[src/rtl/gf2mz_packer.sv]
// -----------------------------------------------------------------------------
// gf2mz_packer
// Loads one operand polynomial of the GF(2^m)[z] multiplier into its
// single-port operand memory. Coefficients arrive one per transfer in index
// order. They are packed d per word, lane 0 in the MSB slice, and the
// ceil(n/d) words are written to ascending addresses starting at 0.
//
// Ports
//   clk       : single clock, rising edge
//   rst_b     : synchronous reset, active HIGH despite the name
//   start     : begin a load (sampled only while idle)
//   in_valid  : in_data carries a coefficient
//   in_data   : m-bit coefficient
//   in_ready  : block accepts in_data this cycle (registered)
//   mem_we    : one-cycle write strobe to the operand memory
//   mem_addr  : word address, held between writes
//   mem_do    : packed word, held between writes
//   busy      : load in progress (LOAD, FLUSH, DONE)
//   done      : one-cycle pulse after the last word has been written
// -----------------------------------------------------------------------------
module gf2mz_packer #(
   parameter int n     = 83,
   parameter int m     = 67,
   parameter int d     = 5,
   parameter int WIDTH = m * d,
   parameter int DEPTH = (n / d) + (((n % d) != 0) ? 1 : 0),
   parameter int AW    = (DEPTH > 1) ? $clog2(DEPTH) : 1
) (
   input  logic             clk,
   input  logic             rst_b,
   input  logic             start,
   input  logic             in_valid,
   input  logic [m-1:0]     in_data,
   output logic             in_ready,
   output logic             mem_we,
   output logic [AW-1:0]    mem_addr,
   output logic [WIDTH-1:0] mem_do,
   output logic             busy,
   output logic             done
);

   localparam int IW = (n > 1) ? $clog2(n) : 1;
   localparam int JW = (d > 1) ? $clog2(d) : 1;

   typedef enum logic [1:0] {
      S_IDLE  = 2'd0,
      S_LOAD  = 2'd1,
      S_FLUSH = 2'd2,
      S_DONE  = 2'd3
   } state_t;

   state_t           r_state;
   logic [IW-1:0]    r_i;      // index of the next coefficient
   logic [JW-1:0]    r_j;      // next lane within the current word
   logic [AW-1:0]    r_w;      // address of the word being assembled
   logic [WIDTH-1:0] r_acc;    // partially filled word
   logic             r_ready;
   logic             r_we;
   logic [AW-1:0]    r_addr;
   logic [WIDTH-1:0] r_do;
   logic             r_busy;
   logic             r_done;

   logic             w_xfer;
   logic             w_last;
   logic             w_full;
   logic             w_complete;
   logic [WIDTH-1:0] w_acc_new;

   // r_ready is high exactly while in LOAD, so it doubles as the state qualifier.
   assign w_xfer     = in_valid & r_ready;
   assign w_last     = (r_i == IW'(n - 1));
   assign w_full     = (r_j == JW'(d - 1));
   assign w_complete = w_xfer & (w_last | w_full);

   // Accumulator with the incoming coefficient merged into lane r_j. Lanes
   // beyond r_j are still zero, which gives the zero padding of a short
   // final word for free.
   for (genvar gi = 0; gi < d; gi++) begin : g_lane
      assign w_acc_new[WIDTH-1-gi*m -: m] =
         (r_j == JW'(gi)) ? in_data : r_acc[WIDTH-1-gi*m -: m];
   end

   always_ff @(posedge clk) begin
      if (rst_b) begin
         r_state <= S_IDLE;
         r_i     <= '0;
         r_j     <= '0;
         r_w     <= '0;
         r_acc   <= '0;
         r_ready <= 1'b0;
         r_we    <= 1'b0;
         r_addr  <= '0;
         r_do    <= '0;
         r_busy  <= 1'b0;
         r_done  <= 1'b0;
      end else begin
         r_we   <= 1'b0;
         r_done <= 1'b0;
         case (r_state)
            S_IDLE: begin
               if (start) begin
                  r_i     <= '0;
                  r_j     <= '0;
                  r_w     <= '0;
                  r_acc   <= '0;
                  r_ready <= 1'b1;
                  r_busy  <= 1'b1;
                  r_state <= S_LOAD;
               end
            end
            S_LOAD: begin
               if (w_xfer) begin
                  r_i <= r_i + 1'b1;
                  if (w_complete) begin
                     // The word goes to its own output register so the
                     // accumulator is free for the very next coefficient.
                     r_we   <= 1'b1;
                     r_addr <= r_w;
                     r_do   <= w_acc_new;
                     r_acc  <= '0;
                     r_j    <= '0;
                     r_w    <= r_w + 1'b1;
                  end else begin
                     r_acc <= w_acc_new;
                     r_j   <= r_j + 1'b1;
                  end
                  if (w_last) begin
                     r_ready <= 1'b0;
                     r_state <= S_FLUSH;
                  end
               end
            end
            S_FLUSH: begin
               // The final write strobe is visible during this cycle.
               r_done  <= 1'b1;
               r_state <= S_DONE;
            end
            S_DONE: begin
               r_busy  <= 1'b0;
               r_state <= S_IDLE;
            end
            default: begin
               r_state <= S_IDLE;
            end
         endcase
      end
   end

   assign in_ready = r_ready;
   assign mem_we   = r_we;
   assign mem_addr = r_addr;
   assign mem_do   = r_do;
   assign busy     = r_busy;
   assign done     = r_done;

endmodule
[config.mk]
export PLATFORM = sky130hd
export DESIGN_NAME = gf2mz_packer
export DESIGN_NICKNAME = d
export VERILOG_FILES = /design/src/rtl/gf2mz_packer.sv
export SDC_FILE = /design/constraint.sdc
export NUM_CORES = 1
export LEC_CHECK = 0
export ABC_AREA = 1
export CORE_UTILIZATION = 55
export CTS_CLUSTER_SIZE = 10
export DETAILED_ROUTE_END_ITERATION = 10
export PLACE_DENSITY = 0.8
export SYNTH_ARGS = -nofsm -noshare
export SYNTH_HDL_FRONTEND = slang
export SYNTH_SLANG_ARGS = --single-unit
[constraint.sdc]
create_clock -name clk -period 2.3 [get_ports clk]
set_clock_uncertainty 0.05 [all_clocks]
set_input_delay 0.345 -clock clk [delete_from_list [all_inputs] [get_ports clk]]
set_output_delay 0.345 -clock clk [all_outputs]
set_load 0.01 [all_outputs]
==> results.sh, run 1 <==
export IMPL_peakVddDrop_mv=0.9999
export IMPL_start_kind="flop"
export IMPL_insertion_delay_ps=610
export IMPL_dr_first_iter_drc_count=2167
export IMPL_synthCells=3815
export IMPL_grt_overflow=0
export IMPL_seq_power_share_pct=34.5
export IMPL_grt_pass1_wl_mm=121.2
export IMPL_n_antenna_cell=0
export IMPL_hp_class="reg2reg"
export IMPL_crit_buf_inv=4
export IMPL_met3_usage_pct=4.835
export IMPL_ys_types=32
export IMPL_io_buffer_count=414
export IMPL_htreeDepth=3
export IMPL_avgRoutedWirePerCell_um=16.26
export IMPL_cts_root_buffer="clkbuf_16"
export IMPL_netSwitchingFraction_pct=38.98
export IMPL_p_per_area_nw_per_um2=1247
export IMPL_rr_worst_depth=10
export IMPL_crit_start="r_state[0]$_SDFFE_PP0P_"
export IMPL_dr_pass1_iters=7
export IMPL_path_common_cell="nand2_1"
export IMPL_final_area_um2=35610
export IMPL_cp_max_fo=41
export IMPL_path_cells="inv_1, ha_1, nand2_1, nand3b_4, inv_16, buf_12, buf_16, nand2_1, o21ai_0, nor2_1"
export IMPL_dp_cells=4695
export IMPL_drive_gt1_share_pct=4.743
export IMPL_final_cell_mix="775 x nand2_1, 696 x dfxtp_1, 621 x nor2_1, 620 x a21oi_1, 413 x clkdlybuf4s50_1"
export IMPL_drtAntennaViolNets=0
export IMPL_rrSetupSlack_ps=140
export IMPL_intPower_mw=27.10
export IMPL_core_area_um2=51610
export IMPL_p_comb_share_pct=40.7
export IMPL_p_switching_mw=17.31
export IMPL_worstMarginPinSlew_ps=912.5
export IMPL_wl_mm=77.90
export IMPL_clk_path_buf_depth=3
export IMPL_dpl_worst_slack_ps=-22.32
export IMPL_fill_cells=4175
export IMPL_regToRegEndpoint="r_acc[157]$_SDFFE_PP0P_"
export IMPL_multi_input_area_um2=13010
export IMPL_place_area_um2=33340
export IMPL_grt_busiest_layer="met2"
export IMPL_grtUsageTotal_pct=27.83
export IMPL_die_w_um=231.2
export IMPL_hold_violations=0
export IMPL_synth_flop_cell="dfxtp_1"
export IMPL_crit_arrival_ps=2600
export IMPL_yosys_warnings=0
export IMPL_min_period_ps=2158
export IMPL_status="complete, no violations"
export IMPL_drc_errors=0
export IMPL_hold_slack_ps=409.2
export IMPL_postLayoutSetupSlackWorst_ps=141.6
export IMPL_met2_usage_pct=44.87
export IMPL_avgSynthCellArea_um2=7.576
export IMPL_cp_slowest_cell="dfxtp_1"
export IMPL_post_cts_buffers=0
export IMPL_use_met1_pct=37.47
export IMPL_crit_family="buffers and inverters"
export IMPL_hpwl_mm=49.34
export IMPL_start_util_pct=56.00
export IMPL_viasPerCell=5.398
export IMPL_cap_viol_max_count=0
export IMPL_cts_sinks=696
export IMPL_worstPathRequired_ps=2740
export IMPL_place_gp_congestion=0.8271
export IMPL_synth_fp_nets=3898
export IMPL_setup_viol=0
export IMPL_maxSlewViolCount=0
export IMPL_synth_edff_count=0
export IMPL_antenna_found_initial=0
export IMPL_clk_pin_slew_worst_paths_ps=50
export IMPL_ys_ff_latch=696
export IMPL_die_h_um=231.2
export IMPL_fp_row_count=83
export IMPL_period_share_pct=93.84
export IMPL_crit_path_max_incr_delay_ps=380
export IMPL_die_area_um2=53470
export IMPL_first_global_vias=23425
export IMPL_syn_area_um2=28900
export IMPL_seq_area_frac_synth_pct=48.21
export IMPL_rr_startpoint="r_state[0]$_SDFFE_PP0P_"
export IMPL_maxSlewHeadroom_pct=39.17
export IMPL_syn_to_final_growth_pct=23.22
export IMPL_dr_total_vias=25860
export IMPL_final_common_cell="nand2_1"
export IMPL_clkPwrFrac_pct=24.8
export IMPL_async_reset_ff_share_pct=0
export IMPL_timing_fmax_ghz=0.4633
export IMPL_cts_tree="done"
export IMPL_p_leak_nw=13.20
export IMPL_nNetsFinal=4184
export IMPL_grt_start_max_net_pins=155
export IMPL_endpoint="r_acc[157]$_SDFFE_PP0P_"
export IMPL_cts_made_buffers=80
export IMPL_path_class="reg2reg"
export IMPL_fin_cells=4791
export IMPL_cp_end_kind="flop"
export IMPL_critical_path_depth=10
export IMPL_io_pins=415
export IMPL_area_sequential_um2=13930
timing repair:
action	4_1_cts	5_1_grt
hold endpoints to repair	23	0
gates resized for setup	0	7
hold buffers	1	0
setup endpoints to repair	0	43
per-layer routing:
layer	vias up	part of all wire (%)
met5	-	0
met4	0	2.6
met3	131	6.4
met2	871	47
met1	12032	44
li1	12826	-
final cells by class:
class	instances	share of cell area [%]
Sequential cell	696	39.13
Clock inverter	4	0.09838
Tap cell	680	2.389
Inverter	88	0.9732
Multi-Input combinational cell	2740	36.53
Timing Repair Buffer	495	14.97
Clock buffer	88	5.913
flip-flops by register name (all words and copies together) (netlist names), 2 cells and up:
name / cells
r_state: 2
mem_do: 335
r_acc: 335
r_j: 3
r_i: 7
r_w: 5
mem_addr: 5
kinds of logic (layout without fill, tap and decap cells):
kind of cell               count (synthesis)  after routing  synth area share [%]
AOI/OAI and AO/OA                        967            967                 17.36
xor gates and xnor gates                   1              1               0.03031
adders and majority gates                 12             12                0.5195
buffers and inverters                    379            675                 6.927
DFF                                      696            696                 48.21
muxes                                     67             67                 2.320
and+or+nand+nor                         1693           1693                 24.63
worst reg2reg max path, stage by stage (launching register included):
cell and delay, ps:
dfxtp_1 380, inv_1 80, ha_1 260, nand2_1 160, nand3b_4 190, inv_16 110
buf_12 190, buf_16 230, nand2_1 150, o21ai_0 160, nor2_1 90
worst min-delay path by stage:
stage / from / end / slack [ps] / depth (start not counted)
after floorplan: r_i[6]$_SDFFE_PP0P_ / r_i[6]$_SDFFE_PP0P_ / 410 / 2
after global placement: mem_do[315]$_SDFFE_PP0P_ / mem_do[315]$_SDFFE_PP0P_ / 400 / 2
after detailed placement: mem_do[257]$_SDFFE_PP0P_ / mem_do[257]$_SDFFE_PP0P_ / 400 / 2
after CTS: start / busy$_SDFFE_PP0P_ / 400 / 3
after global routing: start / busy$_SDFFE_PP0P_ / 410 / 3
final: mem_do[177]$_SDFFE_PP0P_ / mem_do[177]$_SDFFE_PP0P_ / 410 / 2
power groups by stage:
stage | logic, mW | registers, mW | clock network [mW]
final | 18.1 | 15.3 | 11.0
after global routing | 20.4 | 15.5 | 11.6
after CTS | 17.6 | 15.3 | 11.1
after detailed placement | 17.4 | 15.5 | 0
after global placement | 17.0 | 15.4 | 0
after floorplan | 13.4 | 15.3 | 0
cell usage after synthesis (8+ instances only):
master | count | share of area, %
nand2_1 | 775 | 10
dfxtp_1 | 696 | 48
nor2_1 | 621 | 8.1
a21oi_1 | 620 | 11
o21ai_0 | 275 | 4.8
or2_0 | 191 | 4.1
buf_2 | 119 | 2.1
inv_1 | 84 | 1.1
clkbuf_1 | 80 | 1.0
or2_1 | 69 | 1.5
o21a_1 | 68 | 1.8
mux2i_1 | 67 | 2.3
buf_4 | 54 | 1.4
buf_6 | 30 | 1.2
ha_1 | 12 | 0.52
nand3_1 | 9 | 0.16
or2_2 | 9 | 0.19
buf_1 | 8 | 0.10
per-stage QoR:
stage	TNS [ps]	total power [mW]	util [%]
2_1_floorplan	0	28.61	-
3_3_place_gp	0	32.37	64.60
3_5_place_dp	-22.32	32.86	64.60
4_1_cts	0	43.98	68.76
5_1_grt	-1.543	47.54	69.00
6_report	0	44.41	69.00
(Power assumes the default switching activity.)
==> run 2, diff against run 1 <==
Settings changed: ABC_CLOCK_PERIOD_IN_PS set to 2300.
==> results of run 2 <==
The final DEF is identical to that of run 1; final timing and power are the same.
